## src/rtl/bp_be_pkg.sv

```systemverilog
// rtl/bp_be_pkg.sv - shared types for the BE FE-command issuer
package bp_be_pkg;

    typedef enum logic [1:0] {
        e_bp_default_cfg,
        e_bp_unicore_cfg,
        e_bp_multicore_cfg
    } bp_params_e;

    localparam int bp_fe_cmd_width_gp = 64;

    // Every supported configuration currently shares the same FE command format.
    function automatic int bp_fe_cmd_width(input bp_params_e cfg);
        case (cfg)
            e_bp_unicore_cfg:   return bp_fe_cmd_width_gp;
            e_bp_multicore_cfg: return bp_fe_cmd_width_gp;
            default:            return bp_fe_cmd_width_gp;
        endcase
    endfunction

    typedef enum logic {
        e_run,
        e_fence
    } bp_be_cmd_issue_state_e;

    typedef struct packed {
        logic                          solo;
        logic [bp_fe_cmd_width_gp-1:0] cmd;
    } bp_be_stage_entry_s;

endpackage

```

## src/rtl/bp_be_cmd_issue_buf.sv

```systemverilog
// rtl/bp_be_cmd_issue_buf.sv - circular staging buffer, 1 write port, 2 read ports
module bp_be_cmd_issue_buf
    import bp_be_pkg::*;
#(
    parameter int  els_p      = 4,
    localparam int ptr_w_lp   = $clog2(els_p),
    localparam int count_w_lp = $clog2(els_p + 1)
) (
    input  logic                          clk_i,
    input  logic                          reset_n_i,
    input  logic                          w_v_i,
    input  bp_be_stage_entry_s            w_entry_i,
    input  logic [1:0]                    deq_i,
    input  logic                          flush_i,
    output bp_be_stage_entry_s            r0_entry_o,
    output logic [bp_fe_cmd_width_gp-1:0] r1_cmd_o,
    output logic [count_w_lp-1:0]         count_o,
    output logic [count_w_lp-1:0]         count_n_o,
    output logic                          nxt_solo0_o,
    output logic                          nxt_solo1_o
);

    bp_be_stage_entry_s    mem_q [els_p];
    logic [ptr_w_lp-1:0]   rptr_q, wptr_q;
    logic [ptr_w_lp-1:0]   rptr1, rptr_n, rptr1_n, wptr_n;
    logic [count_w_lp-1:0] count_q, count_n;

    assign rptr1   = rptr_q + ptr_w_lp'(1);
    assign rptr_n  = flush_i ? wptr_q : rptr_q + ptr_w_lp'(deq_i);
    assign rptr1_n = rptr_n + ptr_w_lp'(1);
    assign wptr_n  = w_v_i ? wptr_q + ptr_w_lp'(1) : wptr_q;

    // A flush drops everything, but a write in the same cycle survives.
    assign count_n = flush_i ? count_w_lp'(w_v_i)
                             : count_q + count_w_lp'(w_v_i) - count_w_lp'(deq_i);

    assign r0_entry_o = mem_q[rptr_q];
    assign r1_cmd_o   = mem_q[rptr1].cmd;
    assign count_o    = count_q;
    assign count_n_o  = count_n;

    // Solo flags of next cycle's head pair, seeing through the in-flight write.
    always_comb begin
        nxt_solo0_o = mem_q[rptr_n].solo;
        nxt_solo1_o = mem_q[rptr1_n].solo;
        if (w_v_i && (wptr_q == rptr_n))  nxt_solo0_o = w_entry_i.solo;
        if (w_v_i && (wptr_q == rptr1_n)) nxt_solo1_o = w_entry_i.solo;
    end

    always_ff @(posedge clk_i or negedge reset_n_i) begin
        if (!reset_n_i) begin
            rptr_q  <= '0;
            wptr_q  <= '0;
            count_q <= '0;
            for (int i = 0; i < els_p; i++) mem_q[i] <= '0;
        end else begin
            rptr_q  <= rptr_n;
            wptr_q  <= wptr_n;
            count_q <= count_n;
            if (w_v_i) mem_q[wptr_q] <= w_entry_i;
        end
    end

endmodule

```

## src/rtl/bp_be_cmd_issuer.sv

```systemverilog
// rtl/bp_be_cmd_issuer.sv - dual-lane FE command issuer with solo-command barrier
module bp_be_cmd_issuer
    import bp_be_pkg::*;
#(
    parameter bp_params_e bp_params_p = e_bp_default_cfg,
    parameter int  stage_els_p     = 4,
    localparam int fe_cmd_width_lp = bp_fe_cmd_width(bp_params_p),
    localparam int count_w_lp      = $clog2(stage_els_p + 1)
) (
    input  logic                       clk_i,
    input  logic                       reset_n_i,
    input  logic [fe_cmd_width_lp-1:0] cmd_i,
    input  logic                       cmd_solo_i,
    input  logic                       cmd_v_i,
    output logic                       cmd_ready_o,
    output logic [fe_cmd_width_lp-1:0] fe_cmd_o,
    output logic                       fe_cmd_v_o,
    input  logic                       fe_cmd_ready_i,
    output logic [fe_cmd_width_lp-1:0] fe_cmd2_o,
    output logic                       fe_cmd2_v_o,
    input  logic                       fe_cmd2_ready_i,
    input  logic                       fence_done_i,
    input  logic                       flush_i,
    output logic [count_w_lp-1:0]      count_o,
    output logic                       idle_o,
    output logic                       protocol_err_o
);

    bp_be_cmd_issue_state_e state_q, state_n;
    logic fe_cmd_v_q, fe_cmd2_v_q, cmd_ready_q, idle_q, protocol_err_q;
    logic enq, d0, d1, lane_err;
    logic [1:0] deq;
    bp_be_stage_entry_s w_entry, r0_entry;
    logic [count_w_lp-1:0] count_n;
    logic nxt_solo0, nxt_solo1;

    assign enq      = cmd_v_i & cmd_ready_q;
    assign d0       = fe_cmd_v_q & fe_cmd_ready_i;
    assign d1       = fe_cmd2_v_q & fe_cmd2_ready_i & d0;
    assign deq      = {1'b0, d0} + {1'b0, d1};
    assign lane_err = fe_cmd2_v_q & fe_cmd2_ready_i & ~d0;
    assign w_entry  = '{solo: cmd_solo_i, cmd: cmd_i};

    bp_be_cmd_issue_buf #(
        .els_p (stage_els_p)
    ) stage_buf (
        .clk_i       (clk_i),
        .reset_n_i   (reset_n_i),
        .w_v_i       (enq),
        .w_entry_i   (w_entry),
        .deq_i       (deq),
        .flush_i     (flush_i),
        .r0_entry_o  (r0_entry),
        .r1_cmd_o    (fe_cmd2_o),
        .count_o     (count_o),
        .count_n_o   (count_n),
        .nxt_solo0_o (nxt_solo0),
        .nxt_solo1_o (nxt_solo1)
    );

    assign fe_cmd_o = r0_entry.cmd;

    always_comb begin
        state_n = state_q;
        if (flush_i)                                   state_n = e_run;
        else if (state_q == e_run && d0 && r0_entry.solo) state_n = e_fence;
        else if (state_q == e_fence && fence_done_i)   state_n = e_run;
    end

    // Lane valids, ready and idle are precomputed from next-cycle state so they leave flops.
    always_ff @(posedge clk_i or negedge reset_n_i) begin
        if (!reset_n_i) begin
            state_q        <= e_run;
            fe_cmd_v_q     <= 1'b0;
            fe_cmd2_v_q    <= 1'b0;
            cmd_ready_q    <= 1'b1;
            idle_q         <= 1'b1;
            protocol_err_q <= 1'b0;
        end else begin
            state_q        <= state_n;
            fe_cmd_v_q     <= (count_n != '0) && (state_n == e_run);
            fe_cmd2_v_q    <= (count_n >= count_w_lp'(2)) && (state_n == e_run)
                              && !nxt_solo0 && !nxt_solo1;
            cmd_ready_q    <= count_n < count_w_lp'(stage_els_p);
            idle_q         <= (count_n == '0) && (state_n == e_run);
            protocol_err_q <= protocol_err_q | lane_err;
        end
    end

    assign fe_cmd_v_o     = fe_cmd_v_q;
    assign fe_cmd2_v_o    = fe_cmd2_v_q;
    assign cmd_ready_o    = cmd_ready_q;
    assign idle_o         = idle_q;
    assign protocol_err_o = protocol_err_q;

endmodule

```

## config.mk

```make
export PLATFORM = sky130hd
export DESIGN_NAME = bp_be_cmd_issuer
export DESIGN_NICKNAME = d
export VERILOG_FILES = /design/src/rtl/bp_be_pkg.sv /design/src/rtl/bp_be_cmd_issue_buf.sv /design/src/rtl/bp_be_cmd_issuer.sv
export SDC_FILE = /design/constraint.sdc
export NUM_CORES = 1
export LEC_CHECK = 0
export ABC_AREA = 1
export CAP_MARGIN = 30
export CORE_MARGIN = 4
export CORE_UTILIZATION = 50
export CTS_CLUSTER_DIAMETER = 40
export DETAILED_ROUTE_END_ITERATION = 12
export PLACE_DENSITY_LB_ADDON = 0.05
export SYNTH_ARGS = -nofsm -noshare
export SYNTH_HDL_FRONTEND = slang
export SYNTH_SLANG_ARGS = --single-unit
export TNS_END_PERCENT = 100
```

## constraint.sdc

```tcl
create_clock -name clk_i -period 2.5 [get_ports clk_i]
set_clock_uncertainty 0.2 [all_clocks]
set_input_delay 0.75 -clock clk_i [delete_from_list [all_inputs] [get_ports clk_i]]
set_output_delay 0.75 -clock clk_i [all_outputs]
set_load 0.01 [all_outputs]
```

=== Word-level counts from Yosys, hierarchy flattened ===
Index checks and enable logic that the tools add are counted.
Widths: inputs -> output; s select.

* Bits in registers: 273
* Bits in latches: 0
* Bits in writable memories: 0
* Bits in read-only memories: 0
* Memories: 0

* Add/subtract/negate cells: 7
* $mul: 0
* Div/mod/pow operators: 0
* Order comparisons: 8
* Equal/unequal tests: 2
* Shift operators: 0
* Multiplexer cells: 22
* Bitwise gates (word level): 14
* Reduce and logical (&&, ||, !) cells: 15

{| class="wikitable"
|+ Operators with widths
! operator !! number
|-
| $bmux 65 s2 || 4
|-
| $mux 65 || 7
|-
| $bwmux 260 || 1
|-
| $demux 65 s2 || 1
|-
| $mux 64 || 2
|-
| $ge 3x3->1 const B || 5
|-
| $not 2->3 || 5
|-
| $logic_and 1x1->1 || 11
|-
| $add 2x1->2 const B || 3
|-
| $and 1x1->1 || 5
|-
| $mux 1 || 5
|-
| $eq 2x2->1 || 2
|-
| $add 3x1->3 || 1
|-
| $ge 3x2->1 const B || 1
|-
| $logic_not 3->1 || 1
|-
| $lt 3x1->1 const B || 1
|-
| $lt 3x3->1 const B || 1
|-
| $mux 3 || 1
|-
| $not 1->1 || 3
|-
| $reduce_bool 3->1 || 1
|-
| $sub 3x2->3 || 1
|-
| $add 1x1->2 || 1
|-
| $add 2x2->2 || 1
|-
| $logic_not 1->1 || 2
|-
| 2 further kinds || 2
|}

=== Longest topological paths before layout ===
* Depth in word-level cells: 13
* Gate-level depth with buffers: 17
* Mapped depth without buffers: 17

=== Hierarchy ===
A second synthesis with hierarchy kept.

* Cell total of the unflattened synthesis: 1806
* Area, all modules: 13789.5 µm²

{| class="wikitable"
|+ Modules (own cells, without submodules)
! module !! instances !! cells each !! area each (µm²) !! sequential area each (µm²)
|-
| bp_be_cmd_issue_buf || 1 || 1778 || 13536.7 || 6681.4
|-
| bp_be_cmd_issuer || 1 || 28 || 252.7 || 152.6
|}

=== Worst setup path before layout ===
Ideal clock, no wire load.

* Path type: input port to flip-flop
* From: input fe_cmd2_ready_i
* To: register fe_cmd_v_q (netlist: fe_cmd_v_o)
* Arrival: 2.411 ns
* Required time: 2.187 ns
* Slack: -0.224 ns
* Stages: 14
* Path buffers: 0
* Cells stage by stage: nand2_1 -> inv_1 -> nor2_1 -> ha_1 -> inv_1 -> ha_1 -> fa_1 -> inv_1 -> nand2_1 -> nand3_1 -> o21ai_0 -> or2_2 -> nand2_1 -> inv_1

* Word-level cells in the longest chain between the ends: 7

{| class="wikitable"
|+ RTL lines
! element !! RTL line !! RTL
|-
| start: declaration || bp_be_cmd_issuer.sv:21 || <nowiki>input logic fe_cmd2_ready_i,</nowiki>
|-
| $and 1x1->1 (2 in series) || bp_be_cmd_issuer.sv:39 || <nowiki>assign d1 = fe_cmd2_v_q & fe_cmd2_ready_i & d0;</nowiki>
|-
| $add 1x1->2 || bp_be_cmd_issuer.sv:40 || <nowiki>assign deq = {1'b0, d0} + {1'b0, d1};</nowiki>
|-
| $sub 3x2->3 || bp_be_cmd_issue_buf.sv:35 || <nowiki>: count_q + count_w_lp'(w_v_i) - count_w_lp'(deq_i);</nowiki>
|-
| $mux 3 || bp_be_cmd_issue_buf.sv:34 || <nowiki>assign count_n = flush_i ? count_w_lp'(w_v_i)</nowiki>
|-
| $reduce_bool 3->1 || bp_be_cmd_issuer.sv:81 || <nowiki>fe_cmd_v_q <= (count_n != '0) && (state_n == e_run);</nowiki>
|-
| $logic_and 1x1->1 || bp_be_cmd_issuer.sv:81 ||
|-
| end signal: assignment || bp_be_cmd_issuer.sv:81 ||
|-
| end: declaration || bp_be_cmd_issuer.sv:30 || <nowiki>logic fe_cmd_v_q, fe_cmd2_v_q, cmd_ready_q, idle_q, protocol_err_q;</nowiki>
|}

No other way between the ends.
A chain may end at the register's enable or synchronous reset.

=== Worst setup path after layout ===
* From: register stage_buf.rptr_q[0]
* To: output fe_cmd_o[32]

* Word-level cells in the longest chain between the ends: 4

{| class="wikitable"
|+ RTL lines
! element !! RTL line !! RTL
|-
| start: declaration || bp_be_cmd_issue_buf.sv:24 || <nowiki>logic [ptr_w_lp-1:0] rptr_q, wptr_q;</nowiki>
|-
| start signal: assignment || bp_be_cmd_issue_buf.sv:57 || <nowiki>rptr_q <= rptr_n;</nowiki>
|-
| $not 2->3 (implied by the code) || bp_be_cmd_issue_buf.sv:37 || <nowiki>assign r0_entry_o = mem_q[rptr_q];</nowiki>
|-
| $bmux 65 s2 || bp_be_cmd_issue_buf.sv:37 ||
|-
| $mux 65 (implied by the code) (2 in series) || bp_be_cmd_issue_buf.sv:37 ||
|-
| end: declaration || bp_be_cmd_issuer.sv:16 || <nowiki>output logic [fe_cmd_width_lp-1:0] fe_cmd_o,</nowiki>
|}

No other way between the ends. The select of a mux whose other input is x is not followed.

==> reports/results.tsv <==
stage	metric	value	unit
timing	worst_slew_pin_slew	0.376	ns
clock_tree	clk_pin_slew_worst_paths	0.05	ns
setup_path	path_delay_family	buffers and inverters	
synth	syn_area	0.0139	mm²
routing	drt_drc_violations_left	0	
floorplanning	core_area	0.0271	mm²
cells_and_area	fin_nets	2227	
timing	setup_viol	128	
setup_path	crit_slowest_cell	dfrtp_2	
synth	yosysSeqAreaShare	49.3	%
place	placed_cell_area	0.0173	mm²
timing	slew_violations	0	
outcome	violations	setup timing	
hold_path	holdPathStages	1	
setup_path	crit_buf_inv	6	
cells_and_area	drive_gt1_share	27.7	%
synth	avgSynthCellArea	7.59	µm²
cells_and_area	final_util	76.0	%
clock_tree	cts_buffers	42	
cells_and_area	design_area	0.0206	mm²
clock_tree	cts_max_level	2	
global_route	grt_max_degree	67	
floorplanning	die_x	175	µm
routing	viasPerCell	5.64	
cells_and_area	antenna_cells	0	
global_route	grt_pass1_vias	13600	
routing	wl_per_cell	17.9	µm
cells_and_area	area_growth	48.5	%
setup_path	reg2reg_to	fe_cmd2_v_o$_DFF_PN0_	
power	vdd_drop_max	857	µV
hold_path	hold_path_class	reg2reg	
outcome	status	complete, but fails checks	
routing	wirelength	45.7	mm
hold_path	min_from	protocol_err_o$_DFF_PN0_	
global_route	antenna_found_initial	0	
setup_path	cpPeakStageDelay	0.41	ns
clock_tree	cts_tree	done	
place	gp_congestion	0.826	
setup_path	critPathKind	reg2out	
setup_path	r2r_start	fe_cmd2_v_o$_DFF_PN0_	
synth	syn_nets	1909	
timing	finalCritPeriodShare	121	%
clock_tree	cts_max_path_buffers	3	
setup_path	cp.required	1.55	ns
place	numPortBuffers	207	
setup_path	rr_worst_depth	15	
hold_path	hold_end	protocol_err_o$_DFF_PN0_	
floorplanning	die_y	175	µm
synth	yosysWarnings	0	
cells_and_area	fillers	1945	
routing	drt_first_pass_iters	7	
timing	setup_ws	-0.536	ns
clock_tree	root_buffer	clkbuf_16	
timing	fmax	329	MHz
synth	ys_ff_latch	273	
power	cellLeakagePower	9.71	nW
setup_path	reg2reg_slack	0.07	ns
global_route	grt_pass1_wl	68.2	mm
floorplanning	boundaryPins	208	
routing	via_count	14400	
setup_path	startpoint_type	register	
job	max_cap_violations	0	
global_route	overflow	0	
floorplanning	initial_core_util	51.2	%
floorplanning	rows	60	
synth	synthCells	1828	
cells_and_area	register_area	0.00684	mm²
timing	rsz0062_at_grt	yes	
power	powerDensity	1610	mW/mm²
cells_and_area	multi_input_area	0.00678	mm²
place	hpwlAfterDp	25.6	mm
timing	final.setup.tns	-50.55	ns
synth	yosysUniqueCellTypes	28	
clock_tree	worstSkewPairLatency	0.51	ns
timing	relSlewSlack	74.9	%
setup_path	end_kind	output port	
timing	fin_crit	3.04	ns
setup_path	crit_path_max_fanout	12	
global_route	grt_util_all_layers	26.9	%
routing	drt_iter0_drc	1410	
setup_path	crit_chain	buf_12 > buf_12 > inv_16 > buf_16 > buf_4 > o21ai_0 > o21ai_1 > buf_2	
setup_path	cp_common_cell	buf_12	
setup_path	critPathArrivalTime	2.09	ns
floorplanning	dieArea	0.0305	mm²
routing	ant_nets	0	
clock_tree	clock_sinks	273	
timing	final_hold_viol_count	0	
[where the power goes]
group	internal (W)	switching, W
logic	0.00887	0.0102
registers	0.00645	0.00168
clock network	0.00379	0.00218
total	0.0191	0.0141
[layer usage]
metal	share of wire [%]	global-route usage, %	routed length (µm)	up-vias
met4	2.4	8.71	1110	0
met1	41	35.3	18800	6940
met2	50	45.5	22700	581
li1	-	-	-	6752
met3	6.7	4.61	3060	106
met5	0	0	0	-
[cells in the mapped netlist]
library cell	count	area, µm²
o21ai_1	25	125
nand3_2	1	10.0
clkbuf_1	79	297
dfstp_2	2	52.6
buf_4	2	15.0
nand4_1	3	18.8
buf_6	1	11.3
o21a_1	1	7.51
nand3_1	77	385
inv_4	1	6.26
inv_1	146	548
or2_2	1	6.26
buf_2	46	230
o21ai_0	495	2480
inv_2	3	11.3
dfrtp_1	271	6780
xnor2_1	1	8.76
nand2_2	2	12.5
clkinv_1	2	7.51
nor2_1	138	518
fa_1	1	20.0
buf_1	13	48.8
a21oi_2	1	8.76
nand2_1	312	1170
a21oi_1	193	966
o21bai_1	1	7.51
ha_1	8	100
xor2_1	2	17.5
[worst max-delay path by stage]
stage                                       start               endpoint  slack [ns]  depth (start not counted)
floorplan                         fe_cmd2_ready_i  fe_cmd2_v_o$_DFF_PN0_       -0.08                         15
global placement                  fe_cmd2_ready_i  fe_cmd2_v_o$_DFF_PN0_       -0.78                         16
detailed placement                fe_cmd2_ready_i  fe_cmd2_v_o$_DFF_PN0_       -0.79                         16
CTS                 stage_buf.rptr_q[0]$_DFF_PN0_           fe_cmd_o[45]       -0.82                          7
global route        stage_buf.rptr_q[0]$_DFF_PN0_           fe_cmd_o[61]       -0.57                          9
finish              stage_buf.rptr_q[0]$_DFF_PN0_           fe_cmd_o[32]       -0.54                          8
[area by class of cell]
| type | instances | area share [%] |
|---|---|---|
| Inverter | 152 | 2.95 |
| Tap cell | 372 | 2.26 |
| Timing Repair Buffer | 408 | 21.2 |
| Sequential cell | 273 | 33.2 |
| Multi-Input combinational cell | 1262 | 32.9 |
| Clock inverter | 25 | 1.46 |
| Clock buffer | 50 | 5.50 |
| Timing Repair inverter | 7 | 0.516 |
[cells by family after synthesis]
kind of cell / after synthesis / synth area share [%]
simple gates: 534 / 15.3
xor+xnor: 3 / 0.189
buf+inv: 293 / 8.47
compound gates: 716 / 25.9
flops: 273 / 49.3
fa+ha+maj: 9 / 0.866
[flip-flops by register name, indices dropped and copies added (netlist names)]
name and count:
stage_buf.wptr_q 2, cmd_ready_o 1, state_q 1, fe_cmd_v_o 1, stage_buf.rptr_q 2, idle_o 1
stage_buf.mem_q 260, protocol_err_o 1, fe_cmd2_v_o 1, stage_buf.count_o 3
[through the flow]
stage	worst slack [ns]	instances	power, W	hold WS (ns)
2_1_floorplan	-0.0826	1828	0.0155	0.253
3_3_place_gp	-0.784	2392	0.0234	0.267
3_5_place_dp	-0.786	2392	0.0237	0.265
4_1_cts	-0.822	2501	0.0307	0.287
5_1_grt	-0.572	2549	0.0354	0.304
6_report	-0.536	2549	0.0332	0.281
[layout by cell type, fill, tap and decap left out, types with 6 or more instances in the layout]
cell type        synthesis  final
inv_6                    0      9
clkbuf_16                0     56
nand3_1                 77     73
nor2_4                   0     25
buf_12                   0     47
buf_6                    1     38
nand2_4                  0      6
buf_4                    2     94
o21ai_0                495    358
a21oi_1                193    122
nand2_1                312    301
dlymetal6s2s_1           0     12
nor2_1                 138     82
a21oi_4                  0      8
nor2_2                   0     31
a21oi_2                  1     64
clkdlybuf4s50_1          0     73
dfrtp_1                271    268
buf_2                   46     97
buf_16                   0      9
o21ai_2                  0     35
o21ai_1                 25    124
inv_1                  146    143
buf_8                    0     15
[what timing repair did]
action | CTS | global route
buffers inserted | 21 | 39
pin swaps | 14 | 83
setup endpoints to repair | 134 | 134
cloned | 12 | 18
gates resized for setup | 330 | 563
hold endpoints to repair | 35 | 0
hold buffers | 1 | 0
Power figures use the tool's default switching activity.
